$ cat config.mk
export PLATFORM = sky130hd
export DESIGN_NAME = cook_timer
export DESIGN_NICKNAME = d
export VERILOG_FILES = /design/src/rtl/mw_pkg.sv /design/src/rtl/mw_time_dec.sv /design/src/rtl/cook_timer.sv
export SDC_FILE = /design/constraint.sdc
export NUM_CORES = 1
export LEC_CHECK = 0
export CORE_MARGIN = 2
export CORE_UTILIZATION = 40
export CTS_CLUSTER_DIAMETER = 50
export DETAILED_ROUTE_END_ITERATION = 8
export PLACE_DENSITY = 0.64
export SYNTH_ARGS = -nofsm -noshare
export SYNTH_HDL_FRONTEND = slang
export SYNTH_HIERARCHICAL = 1
export SYNTH_SLANG_ARGS = --single-unit
$ cat constraint.sdc
create_clock -name clk -period 3.1 [get_ports clk]
set_clock_uncertainty 0.2 [all_clocks]
set_input_delay 0.62 -clock clk [delete_from_list [all_inputs] [get_ports clk]]
set_output_delay 0.62 -clock clk [all_outputs]
set_load 0.02 [all_outputs]
$ cat src/rtl/mw_pkg.sv
// Shared types and constants for the microwave cook timer.
package mw_pkg;

    // One-hot FSM encoding: each output is one flop of the state register.
    typedef enum logic [3:0] {
        IDLE = 4'b0001,
        ARM  = 4'b0010,
        RUN  = 4'b0100,
        DONE = 4'b1000
    } state_t;

    typedef logic [3:0]  bcd_t;
    typedef logic [15:0] mmss_t;

    localparam mmss_t TIME_ZERO = 16'h0000;
    localparam bcd_t  BCD_MAX   = 4'd9;
    localparam bcd_t  BCD_ZERO  = 4'd0;
    localparam bcd_t  BCD_ONE   = 4'd1;

    // Single BCD digit decrement, wrapping 0 -> 9 (the caller handles the borrow).
    function automatic bcd_t bcd_dec(input bcd_t d);
        bcd_t r;
        if (d == BCD_ZERO) begin
            r = BCD_MAX;
        end else begin
            r = d - BCD_ONE;
        end
        return r;
    endfunction

endpackage

$ cat src/rtl/mw_time_dec.sv
// Combinational MM:SS BCD decrement. Seconds above 59 count down as entered;
// an all-zero seconds field borrows one minute and reloads 59.
// o_zero flags that the decremented result is 00:00.
import mw_pkg::*;

module mw_time_dec (
    input  mmss_t i_time,
    output mmss_t o_time,
    output logic  o_zero
);

    // Digit-wise decrement with borrow from the next digit up.
    always_comb begin
        o_time = i_time;
        if (i_time[7:0] == 8'h00) begin
            if (i_time[11:8] == BCD_ZERO) begin
                o_time[15:12] = i_time[15:12] - BCD_ONE;
            end else begin
                o_time[15:12] = i_time[15:12];
            end
            o_time[11:8] = bcd_dec(i_time[11:8]);
            o_time[7:0]  = 8'h59;
        end else begin
            o_time[15:8] = i_time[15:8];
            if (i_time[3:0] == BCD_ZERO) begin
                o_time[7:4] = i_time[7:4] - BCD_ONE;
            end else begin
                o_time[7:4] = i_time[7:4];
            end
            o_time[3:0] = bcd_dec(i_time[3:0]);
        end
    end

    assign o_zero = (o_time == TIME_ZERO);

endmodule

$ cat src/rtl/cook_timer.sv
// Cook timer: keypad MM:SS entry, start handshake, heat-gated countdown and
// finish pulse towards the oven controller. All outputs come straight from flops.
import mw_pkg::*;

module cook_timer #(
    parameter int TICKS_PER_SEC = 50000000
) (
    input  logic        clk,
    input  logic        nrst,
    input  logic        key_valid,
    input  logic [3:0]  key_digit,
    input  logic        key_clear,
    input  logic        start_btn,
    input  logic        heat,
    output logic        start,
    output logic        finish,
    output logic        running,
    output logic [15:0] disp
);

    localparam int            PW         = (TICKS_PER_SEC > 1) ? $clog2(TICKS_PER_SEC) : 1;
    localparam logic [PW-1:0] PRESC_LAST = PW'(TICKS_PER_SEC - 1);
    localparam logic [PW-1:0] PRESC_ZERO = PW'(0);
    localparam logic [PW-1:0] PRESC_ONE  = PW'(1);

    state_t        r_state;
    state_t        w_state_nxt;
    mmss_t         r_time;
    mmss_t         w_time_nxt;
    logic [PW-1:0] r_presc;
    logic [PW-1:0] w_presc_nxt;
    mmss_t         w_dec_time;
    logic          w_dec_zero;

    mw_time_dec u_time_dec (
        .i_time (r_time),
        .o_time (w_dec_time),
        .o_zero (w_dec_zero)
    );

    // State, time and prescaler registers; reset forces every output low at once.
    always_ff @(posedge clk or negedge nrst) begin
        if (!nrst) begin
            r_state <= IDLE;
            r_time  <= TIME_ZERO;
            r_presc <= PRESC_ZERO;
        end else begin
            r_state <= w_state_nxt;
            r_time  <= w_time_nxt;
            r_presc <= w_presc_nxt;
        end
    end

    // Next-state, keypad shift and countdown logic.
    always_comb begin
        w_state_nxt = r_state;
        w_time_nxt  = r_time;
        w_presc_nxt = r_presc;
        case (r_state)
            IDLE: begin
                // Key activity wins over start_btn in the same cycle.
                if (key_clear) begin
                    w_time_nxt = TIME_ZERO;
                end else if (key_valid) begin
                    if (key_digit <= BCD_MAX) begin
                        w_time_nxt = {r_time[11:0], key_digit};
                    end else begin
                        w_time_nxt = r_time;
                    end
                end else if (start_btn && (r_time != TIME_ZERO)) begin
                    w_state_nxt = ARM;
                end else begin
                    w_state_nxt = IDLE;
                end
            end
            ARM: begin
                w_presc_nxt = PRESC_ZERO;
                w_state_nxt = RUN;
            end
            RUN: begin
                // Cancel beats a coincident tick; finish is still issued.
                if (key_clear) begin
                    w_time_nxt  = TIME_ZERO;
                    w_state_nxt = DONE;
                end else if (heat) begin
                    if (r_presc == PRESC_LAST) begin
                        w_presc_nxt = PRESC_ZERO;
                        w_time_nxt  = w_dec_time;
                        if (w_dec_zero) begin
                            w_state_nxt = DONE;
                        end else begin
                            w_state_nxt = RUN;
                        end
                    end else begin
                        w_presc_nxt = r_presc + PRESC_ONE;
                    end
                end else begin
                    // Paused: the partial second is kept in r_presc.
                    w_presc_nxt = r_presc;
                end
            end
            DONE: begin
                w_time_nxt  = TIME_ZERO;
                w_state_nxt = IDLE;
            end
            default: begin
                w_time_nxt  = TIME_ZERO;
                w_presc_nxt = PRESC_ZERO;
                w_state_nxt = IDLE;
            end
        endcase
    end

    // One-hot bits double as the Moore outputs.
    assign start   = r_state[1];
    assign running = r_state[2];
    assign finish  = r_state[3];
    assign disp    = r_time;

endmodule

== Yosys cells after proc, flatten, opt, wreduce, memory -nomap -nowiden ==
Index checks and enable logic that the tools add are counted.
Operators by class
  add/sub/neg operators: 5
  magnitude comparators: 1
  equality and inequality tests: 13
  multiplexer cells: 24
  bitwise operators: 2
  reduce and logical (&&, ||, !) cells: 10
Operators by type and width (count)
  16-bit 2-to-1 mux: 7
  26-bit 2-to-1 mux: 3
  26-bit one-hot mux with 2 select lines: 1
  16-bit one-hot mux with 3 select lines: 1
  4-bit 2-to-1 mux: 10
  26-bit by 1-bit adder with 26-bit output (second input constant): 1
  26-bit equality test (second input constant): 1
  16-bit zero test: 1
  16-bit nonzero test: 1
  4-bit by 1-bit subtractor with 4-bit output (second input constant): 4
  3-bit inequality test (second input constant): 4
  4-bit one-hot mux with 3 select lines: 1
  4-bit zero test: 2
  8-bit zero test: 1
  2-bit inequality test (second input constant): 4
  5-bit AND reduction: 1
  4-bit by 1-bit equality test with 1-bit output (second input constant): 1
  4-bit by 2-bit equality test with 1-bit output (second input constant): 1
  4-bit by 3-bit equality test with 1-bit output (second input constant): 1
  4-bit equality test (second input constant): 1
  4-bit less-or-equal comparator (second input constant): 1
  4-bit AND reduction: 1
  3-bit AND reduction: 1
  2-bit 2-to-1 mux: 1
  3 further kinds: 4
Storage, ports and cells
  register bits after elaboration: 46
  input port bits: 10
  output and inout port bits: 19

== Depth between registers and ports, before layout ==
Gate-level depths: netlist of run 1.
  depth in word-level cells: 9
  mapped depth: 9
  mapped depth without buffers: 9

== Cells and area by module ==
The synthesis of run 1 kept the hierarchy.
Modules (own cells, without submodules)
  cook_timer: times used 1, cells an instance 298, area each 2617.5 µm², seq. area each 1152.4 µm²
  mw_time_dec: times used 1, cells an instance 65, area each 405.4 µm², seq. area each 0.0 µm²

== Worst setup path before layout of run 1 ==
No wires, ideal clock.
  kind: reg-to-reg
  start: reg r_presc[0]
  end: reg r_time[10], in the netlist disp[10]
  arrival time: 2.617 ns
  slack: 0.197 ns
  cell stages (with the launch flop): 9
  buffers on the path: 2
  period minus slack after synthesis: 2.903 ns
  cells stage by stage: dfrtp_1 > ha_1 > nand3_1 > or4_4 > or4_4 > buf_6 > a221o_2 > buf_6 > a32oi_1
On the way
  cells in the longest elaborated chain, start to end: 3
RTL lines
  start, declared: line cook_timer.sv:30  | logic [PW-1:0] r_presc;
  start signal, assigned: line cook_timer.sv:50  | r_presc <= w_presc_nxt;
  26-bit equality test: line cook_timer.sv:86  | if (r_presc == PRESC_LAST) begin
  3-bit inequality test (no source line)
  5-bit AND reduction (no source line)
  end signal, assigned: line cook_timer.sv:49  | r_time <= w_time_nxt;
  end, declared: line cook_timer.sv:28  | mmss_t r_time;
No other way between the ends.
A chain may end at the register's enable or synchronous reset.

== Worst setup path after layout of run 1 ==
  start: reg r_presc[12]
  end: reg r_time[10], in the netlist disp[10]
The elaborated chain is that of the path after synthesis.

==> flow_summary.toml, run 1 <==
[sta]
setup_ws_ns = 0.240
worst_pin_slew_ns = 0.584
slew_viol_final = 0
slew_headroom_pct = 61.1
hold_viol_final = 0
finalCritPeriodShare_pct = 92.3
rsz0062_at_grt = "no"
fin_crit_ns = 2.86
fin_tns_setup_ns = 0
clock.fmax_mhz = 350
setup_viol = 0

[global_route]
antenna_found_initial = 0
grt_usage_pct = 19.5
grt-ovfl-total = 0
grt_pass1_vias = 2737
grt_pass1_wl_um = 13400
grt_max_degree = 47

[setup_path]
reg2reg_depth = 5
critPathMaxFanout = 16
path_class = "reg -> reg"
cp-end-kind = "register"
cp_top_family = "simple AND/OR/NAND/NOR gates"
start_kind = "register"
crit_chain = "nand4_2, or4_4, or4_4, a221o_2, a32oi_1"
cpMostUsedCell = "or4_4"
crit_required_ns = 3.11
critPathMaxStageDelay_ns = 0.58
cp.depth = 5
cp_data_arrival_time_ns = 2.87
crit_slowest_cell = "or4_4"
timing.critical_path.buf_inv = 0

[logic_synthesis]
yosysTopAreaCellShare_pct = 37.3
synth.distinct_cells = 54
seq_area_frac_synth_pct = 38.1
synth_xor_area_share_pct = 4.35
syn_nets = 376
synth_ff_type = "dfrtp_1"
syn_avg_cell_area_um2 = 8.33
muxShareOfSynthArea_pct = 1.45
ys_warn_count = 6
synth-seq-cells = 46
synth_async_sr_flop_share_pct = 100
synth_compound_area_share_pct = 24.7
synth_area_leaders = "dfrtp_1 (37%), o21ai_0 (7.5%), nor2_1 (4.6%), a32oi_1 (3.8%), inv_1 (3.7%)"
mappedNetlistArea_um2 = 3020
synth_top_family_by_area = "compound AO/OA/AOI/OAI gates"
synth_fa_ha_area_share_pct = 1.24
synthSimpleGateAreaFrac_pct = 24.0
synth_edf_count = 0
synth_top_area_cell = "dfrtp_1"
syn_inst = 363

[floorplanning]
die_area_um2 = 8270
start_util_pct = 41.5
dieHeight_um = 90.9
ios = 29
die_w_um = 90.9
fp-row-count = 31
core_area_um2 = 7290

[min_path]
hp-class = "in -> async"

[outcome]
outcome = "finished clean"

[cts]
htree_levels = 2
clockBufferDepth = 2
cts_resized = 0
cts_tree = "done"
clkLatencyLatePin_ns = 0.30
cts_hold_buf = 0
cts.sinks = 46
numCtsBuffers = 5
post_cts_buffers = 0
clk_pin_slew_ns = 0.08
clockRootBuffer = "clkbuf_8"

[cells_and_area]
final_cell_mix = "o21ai_0 (45), dfrtp_1 (45), nor2_1 (37)"
multi_input_area_um2 = 1690
syn_to_final_growth_pct = 17.3
layout-drive-gt1-share_pct = 9.30
postLayoutCoreUtil_pct = 48.6
n_fill_cell = 728
register_area_um2 = 1150
fin_nets = 410
diodes = 0

[place]
hpwl_um = 5380
gp_congestion = 0.852
dp_slack_ns = 0.260
portBuffers = 28

[pwr]
total_power_mw = 2.57
ir_drop_uv = 314
p_leak_nw = 1.43
p_per_area_nw_per_um2 = 725

[flow_run]
cap_violations = 0

[route]
drc_errors = 0
drtPass1Iterations = 4
drt_wl_total_um = 7730
via_per_inst = 5.80
ant_nets = 0
vias = 2884
drt_iter0_markers = 172
wl_per_cell_um = 15.5
==> flip-flops by register name, summed over array words and instances, names as in the netlist <==
signal and cells:
disp 16, r_presc 26, r_state 4
==> cell type report <==
class                   count  area share (%)
clock inverters             1           0.141
multi-input cells         272            47.5
flip-flops and latches     46            32.5
clock buffers               7            2.43
inverters                  30            3.18
well taps                  99            3.49
repair buffers             42            10.7
==> report_power, final <==
group	switching, mW	internal, mW	total (mW)	leakage [nW]
Sequential	0.231	0.700	0.931	0.619
Clock	0.198	0.180	0.378	0.0482
Combinational	0.716	0.544	1.26	0.759
Total	1.14	1.42	2.57	1.43
==> kinds of logic (layout without fill, tap and decap cells) <==
group,Yosys count,after routing
simple gates,138,138
compound gates,112,112
flops,46,46
buf+inv,45,80
xor+xnor,15,15
mux,4,4
fa+ha+maj,3,3
==> cell usage after synthesis, types with 5 or more instances <==
| library cell | n |
|---|---|
| nor2_1 | 37 |
| o21a_1 | 5 |
| xor2_1 | 12 |
| clkbuf_1 | 12 |
| o21ai_0 | 45 |
| inv_1 | 30 |
| dfrtp_1 | 45 |
| nand2_1 | 26 |
| nand4_1 | 7 |
| nor2b_1 | 5 |
| nor4_1 | 10 |
| a21oi_1 | 10 |
| and2_1 | 5 |
| nor3_1 | 8 |
| nand3_1 | 18 |
| a32oi_1 | 13 |
| o2111ai_1 | 8 |
==> worst paths after layout <==
check / start / end / slack [ns]
worst max-delay path: r_presc[12]$_DFFE_PN0P_ / disp[10]$_DFFE_PN0P_ / 0.24
worst min-delay path: nrst / disp[13]$_DFFE_PN0P_ / 0.18
worst max register to register: r_presc[12]$_DFFE_PN0P_ / disp[10]$_DFFE_PN0P_ / 0.24
worst min register to register: r_state[1]$_DFFE_PN0P_ / r_state[0]$_DFFE_PN1P_ / 0.33
max in group asynchronous: nrst / r_presc[21]$_DFFE_PN0P_ / 2.10
min in group clk: r_state[1]$_DFFE_PN0P_ / r_state[0]$_DFFE_PN1P_ / 0.33
==> worst register-to-register path, delay by kind of cell, from the launching register on <==
kind / cells / cell delay, ns
flip-flops: 1 / 0.47
AND/OR/NAND/NOR: 3 / 1.31
AO/OA/AOI/OAI: 2 / 0.80
==> per-layer routing <==
metal / wire (µm) / share of wire [%] / GRT usage, %
met1: 3940 / 51 / 29.8
met2: 3390 / 44 / 28.0
met3: 324 / 4.2 / 3.49
met4: 80 / 1.0 / 5.81
met5: 0 / 0 / 0
==> stage by stage <==
step                      std cells  instance area [µm²]  hold WS [ns]
final                           497                 3550         0.182
after global placement          489                 3450         0.318
after global routing            497                 3550         0.236
after CTS                       497                 3550         0.217
after floorplan                 363                 3020         0.124
after detailed placement        489                 3450         0.322
No activity file was read; power rests on OpenSTA's default activity.
==> run 2: changes to the inputs <==
--- a/config.mk
+++ b/config.mk
@@ -7,7 +7,6 @@
 export LEC_CHECK = 0
 export CORE_MARGIN = 2
 export CORE_UTILIZATION = 40
-export CTS_CLUSTER_DIAMETER = 50
 export DETAILED_ROUTE_END_ITERATION = 8
 export PLACE_DENSITY = 0.64
 export SYNTH_ARGS = -nofsm -noshare
==> results of run 2 <==
The final DEF is identical to that of run 1; final timing and power are the same.
==> run 3: changes to the inputs <==
--- a/config.mk
+++ b/config.mk
@@ -6,9 +6,10 @@
 export NUM_CORES = 1
 export LEC_CHECK = 0
 export CORE_MARGIN = 2
-export CORE_UTILIZATION = 40
+export CORE_UTILIZATION = 52
+export CTS_BUF_LIST = sky130_fd_sc_hd__clkbuf_16
 export DETAILED_ROUTE_END_ITERATION = 8
-export PLACE_DENSITY = 0.64
+export PLACE_DENSITY = 0.79
 export SYNTH_ARGS = -nofsm -noshare
 export SYNTH_HDL_FRONTEND = slang
 export SYNTH_HIERARCHICAL = 1
==> flow_summary.toml, run 3 (same netlist as run 1, synthesis figures left out) <==
[sta]
finalCritPeriodShare_pct = 91.1
worst_pin_slew_ns = 0.597
fin_crit_ns = 2.82
slew_headroom_pct = 59.9
fin_tns_setup_ns = 0
rsz0062_at_grt = "no"
setup_viol = 0
clock.fmax_mhz = 354
slew_viol_final = 0
hold_viol_final = 0

[cells_and_area]
syn_to_final_growth_pct = 17.6
diodes = 0
fin_nets = 409
max_flop_register = "r_presc"
final_cell_mix = "o21ai_0 (45), dfrtp_1 (45), nor2_1 (37)"
layout-drive-gt1-share_pct = 8.82
n_fill_cell = 496
largest_reg_flops = 26
final_area_um2 = 3550

[route]
drtPass1Iterations = 5
drt_iter0_markers = 256
ant_nets = 0
wl_per_cell_um = 16.7
via_per_inst = 6.30
drt_wl_total_um = 7820
drc_errors = 0
vias = 2956

[pwr]
switching_power_mw = 1.18
intPower_mw = 1.54
p_leak_nw = 1.44
p_per_area_nw_per_um2 = 765
ir_drop_uv = 487
pwr-share-clk_pct = 19.2
p_comb_share_pct = 46.7
swShare_pct = 43.3
p_seq_share_pct = 34.1

[floorplanning]
fp-row-count = 27
die_w_um = 80.2
die_area_um2 = 6440
dieHeight_um = 80.2
start_util_pct = 54.2
core_area_um2 = 5570
ios = 29

[cts]
clockRootBuffer = "clkbuf_16"
clkLatencyLatePin_ns = 0.29
clk_pin_slew_ns = 0.06
cts.sinks = 46
numCtsBuffers = 5
post_cts_buffers = 0
clockBufferDepth = 2
cts_hold_buf = 0
htree_levels = 2
cts_tree = "done"
cts_resized = 0

[global_route]
grt-ovfl-total = 0
grt_pass1_vias = 2742
grt_usage_pct = 26.1
grt_max_degree = 25
grt_pass1_wl_um = 13300
antenna_found_initial = 0

[setup_path]
r2r-end = "disp[2]$_DFFE_PN0P_"
path_class = "reg -> reg"
reg2reg_slack_ns = 0.28
crit_required_ns = 3.11
start_kind = "register"
cp-end-kind = "register"
reg2reg_from = "r_presc[12]$_DFFE_PN0P_"
critPathMaxFanout = 16
reg2reg_depth = 5
cp_data_arrival_time_ns = 2.83

[place]
portBuffers = 28
placed_area_um2 = 3410
gp_congestion = 0.912
hpwl_um = 5250

[min_path]
hp-class = "in -> async"

[outcome]
outcome = "finished clean"

[flow_run]
cap_violations = 0
-- run 3: worst max-delay path: stages (launching register included) --
cell and delay, ns:
dfrtp_1 0.48, nand4_2 0.16, or4_4 0.58, or4_4 0.55
a221o_2 0.55, a22oi_1 0.22
-- run 3: power groups by stage --
stage	Sequential (mW)	Clock, mW	Combinational (mW)
2_1_floorplan	0.990	0	0.725
3_3_place_gp	0.924	0	1.22
3_5_place_dp	0.929	0	1.24
4_1_cts	0.919	0.531	1.25
5_1_grt	0.947	0.551	1.39
6_report	0.926	0.523	1.27
-- run 3: worst max path at each step --
stage,start,to,cells after the start
finish,r_presc[12]$_DFFE_PN0P_,disp[2]$_DFFE_PN0P_,5
floorplan,r_presc[0]$_DFFE_PN0P_,disp[10]$_DFFE_PN0P_,8
global placement,r_presc[12]$_DFFE_PN0P_,disp[4]$_DFFE_PN0P_,5
CTS,r_presc[0]$_DFFE_PN0P_,disp[1]$_DFFE_PN0P_,6
detailed placement,r_presc[0]$_DFFE_PN0P_,disp[1]$_DFFE_PN0P_,6
global route,r_presc[0]$_DFFE_PN0P_,disp[2]$_DFFE_PN0P_,6
-- run 3: layer usage --
layer  track usage, %  part of all wire [%]  vias to the layer above
met1             37.7                    47                     1410
met2             39.9                    46                      125
met5                0                     0                        -
met3             4.38                   5.1                       10
li1                 -                     -                     1411
met4             8.64                   1.4                        0
-- run 3: cell type report --
class	instances	area, µm²	share of cell area, %
inverter	30	113	3.17
clock inverter	3	16.3	0.458
multi-input combinational	272	1690	47.4
timing repair buffer	41	373	10.5
sequential	46	1150	32.4
tap	72	90.1	2.53
clock buffer	5	125	3.52
-- run 3: per-stage QoR --
stage / hold slack (ns) / total power [mW] / std cells / util [%] / setup slack [ns]
6_report: 0.124 / 2.72 / 469 / 63.8 / 0.276
5_1_grt: 0.172 / 2.89 / 469 / 63.8 / 0.147
4_1_cts: 0.134 / 2.70 / 469 / 63.8 / 0.290
3_5_place_dp: 0.317 / 2.17 / 461 / 61.2 / 0.306
3_3_place_gp: 0.312 / 2.14 / 461 / 61.2 / 0.345
2_1_floorplan: 0.124 / 1.71 / 363 / - / 0.197
==> patch: new RTL, flow settings as in run 2 <==
Set the parameter `TICKS_PER_SEC` to 25000000 (it was 50000000).
--- a/src/rtl/cook_timer.sv
+++ b/src/rtl/cook_timer.sv
@@ -3,7 +3,7 @@
 import mw_pkg::*;
 
 module cook_timer #(
-    parameter int TICKS_PER_SEC = 50000000
+    parameter int TICKS_PER_SEC = 25000000
 ) (
     input  logic        clk,
     input  logic        nrst,
Formal check against the unedited RTL: same outputs for any inputs over 10 cycles, from zero or initial values and one cycle with nrst low; that may be too few to reach the edited logic, so the function may still have changed.
==> patch against run 2 <==
  * Sequential cell count is 1 lower
  * Worst setup slack better by 0.14 ns
  * Routed wire length is 2.4% higher
  * Total power is 27% higher
  * Via count is 0.24% lower
  * Combinational power is 45% higher
  * Non-clock buffer count is 3 lower
  * Die area is 3.5% higher
  * Design area is 3.1% higher
  * Synthesized area is 3.7% higher
  * Critical path type unchanged
  * Largest cell class unchanged
  * Largest power group unchanged
  * Highest routed layer unchanged
==> patch: results (changes against run 2) <==
outcome complete, no violations (unchanged); detailed placer's ending HPWL 5530 um (was 5380 um); CP startpoint disp[4]$_DFFE_PN0P_ (was r_presc[12]$_DFFE_PN0P_); antenna diode count 0 (unchanged); register area share after synthesis 0.360 (was 0.381); Worst Hold Class in -> async (unchanged); DRT Pass-1 Iters 5 (was 4); initial antenna violation count 0 (unchanged); peak supply drop 252 uV (was 314 uV); asr flop ratio synth 1.00 (unchanged); first-pass GRT wire length 13600 um (was 13400 um); CP peak stage delay 0.50 ns (was 0.58 ns); share of layout cells above drive strength 1 0.130 (was 0.0930); largest net degree at the start of global routing 46 (was 47); CP max stage cell dfrtp_1 (was or4_4); vias in the first global route 2829 (was 2737); TritonCTS buffer count 5 (unchanged); WL final 7920 um (was 7730 um); Routability Congestion 0.838 (was 0.852); Tot GR Track Use 0.195 (about the same); Top Family by Delay on Critical Path simple AND/OR/NAND/NOR gates (unchanged); number of port buffers 28 (unchanged); synth cell count leaders 44 x dfrtp_1, 38 x a21oi_1, 30 x inv_1 (was 45 x dfrtp_1, 45 x o21ai_0, 37 x nor2_1); total of max-cap violations 0 (unchanged); Cell variety after synth 54 (unchanged); PostCTS Resize Cnt 0 (unchanged); CTS root buf clkbuf_8 (unchanged); largest reg by FF count r_presc (unchanged); clk slew on worst S/H paths 0.10 ns (was 0.08 ns); Max FO, Critical Path 10 (was 16); DRT iter0 DRCs 117 (was 172); Critical Path AT 2.73 ns (was 2.87 ns); clock buffer depth 2 (unchanged); leakage 1.51 nW (was 1.43 nW); Fillers 752 (was 728); vias per inst 5.74 (was 5.80); max_slew headroom 0.310 (was 0.611); H-tree levels 2 (unchanged); Post-CTS Setup Repair Bufs 0 (unchanged); Synth Flop Type dfrtp_1 (unchanged); Synth area leaders dfrtp_1 35%, a21oi_1 6.1%, a221oi_2 4.8% (was dfrtp_1 37%, o21ai_0 7.5%, nor2_1 4.6%); final layout net count 411 (was 410); Clk Latency, worst-skew pair 0.31 ns; yosys warns 6 (unchanged); max reg flops 25 (was 26); Synthesized Nets 382 (was 376)
-- patch: kinds of logic after synthesis --
kind of cell,after synthesis,synth area share
buffers and inverters,47,0.0611
and+or+nand+nor,147,0.267
AOI/OAI and AO/OA,110,0.249
xor gates and xnor gates,12,0.0335
muxes,5,0.0172
adders and majority gates,3,0.0120
DFF,45,0.360
-- patch: per-layer routing --
metal,share of wire,vias up,track usage
li1,-,1435,-
met1,0.44,1378,0.246
met2,0.50,54,0.339
met3,0.043,10,0.0325
met4,0.016,0,0.0634
met5,0,-,0
-- patch: layout make-up --
type / instances / area [um2] / share of cell area
Multi-Input combinational cell: 277 / 1820 / 0.497
Sequential cell: 45 / 1130 / 0.308
Timing Repair Buffer: 39 / 358 / 0.0979
Tap cell: 102 / 128 / 0.0349
Inverter: 30 / 113 / 0.0308
Clock buffer: 5 / 68.8 / 0.0188
Clock inverter: 3 / 46.3 / 0.0127
-- patch: final timing paths --
path | end | slack, ns | depth (start not counted)
setup / recovery | r_state[2]$_DFFE_PN0P_ | 0.38 | 8
hold / removal | disp[0]$_DFFE_PN0P_ | 0.28 | 1
setup reg to reg | r_state[2]$_DFFE_PN0P_ | 0.38 | 8
hold reg to reg | r_presc[22]$_DFFE_PN0P_ | 0.36 | 2
max in group asynchronous | r_presc[23]$_DFFE_PN0P_ | 1.77 | 1
min in group clk | r_presc[22]$_DFFE_PN0P_ | 0.36 | 2
-- patch: power by group --
group          switching, mW  internal [mW]
combinational           1.04          0.783
sequential             0.257          0.704
clock                  0.228          0.242
total                   1.53           1.73
-- patch: metrics by stage --
stage | cell area (um2) | hold WS (ns) | cells | setup WS, ns
CTS | 3660 | 0.334 | 501 | 0.405
finish | 3660 | 0.283 | 501 | 0.385
detailed placement | 3540 | 0.343 | 493 | 0.332
global placement | 3540 | 0.340 | 493 | 0.365
floorplan | 3130 | 0.124 | 369 | 0.813
global route | 3660 | 0.373 | 501 | 0.211
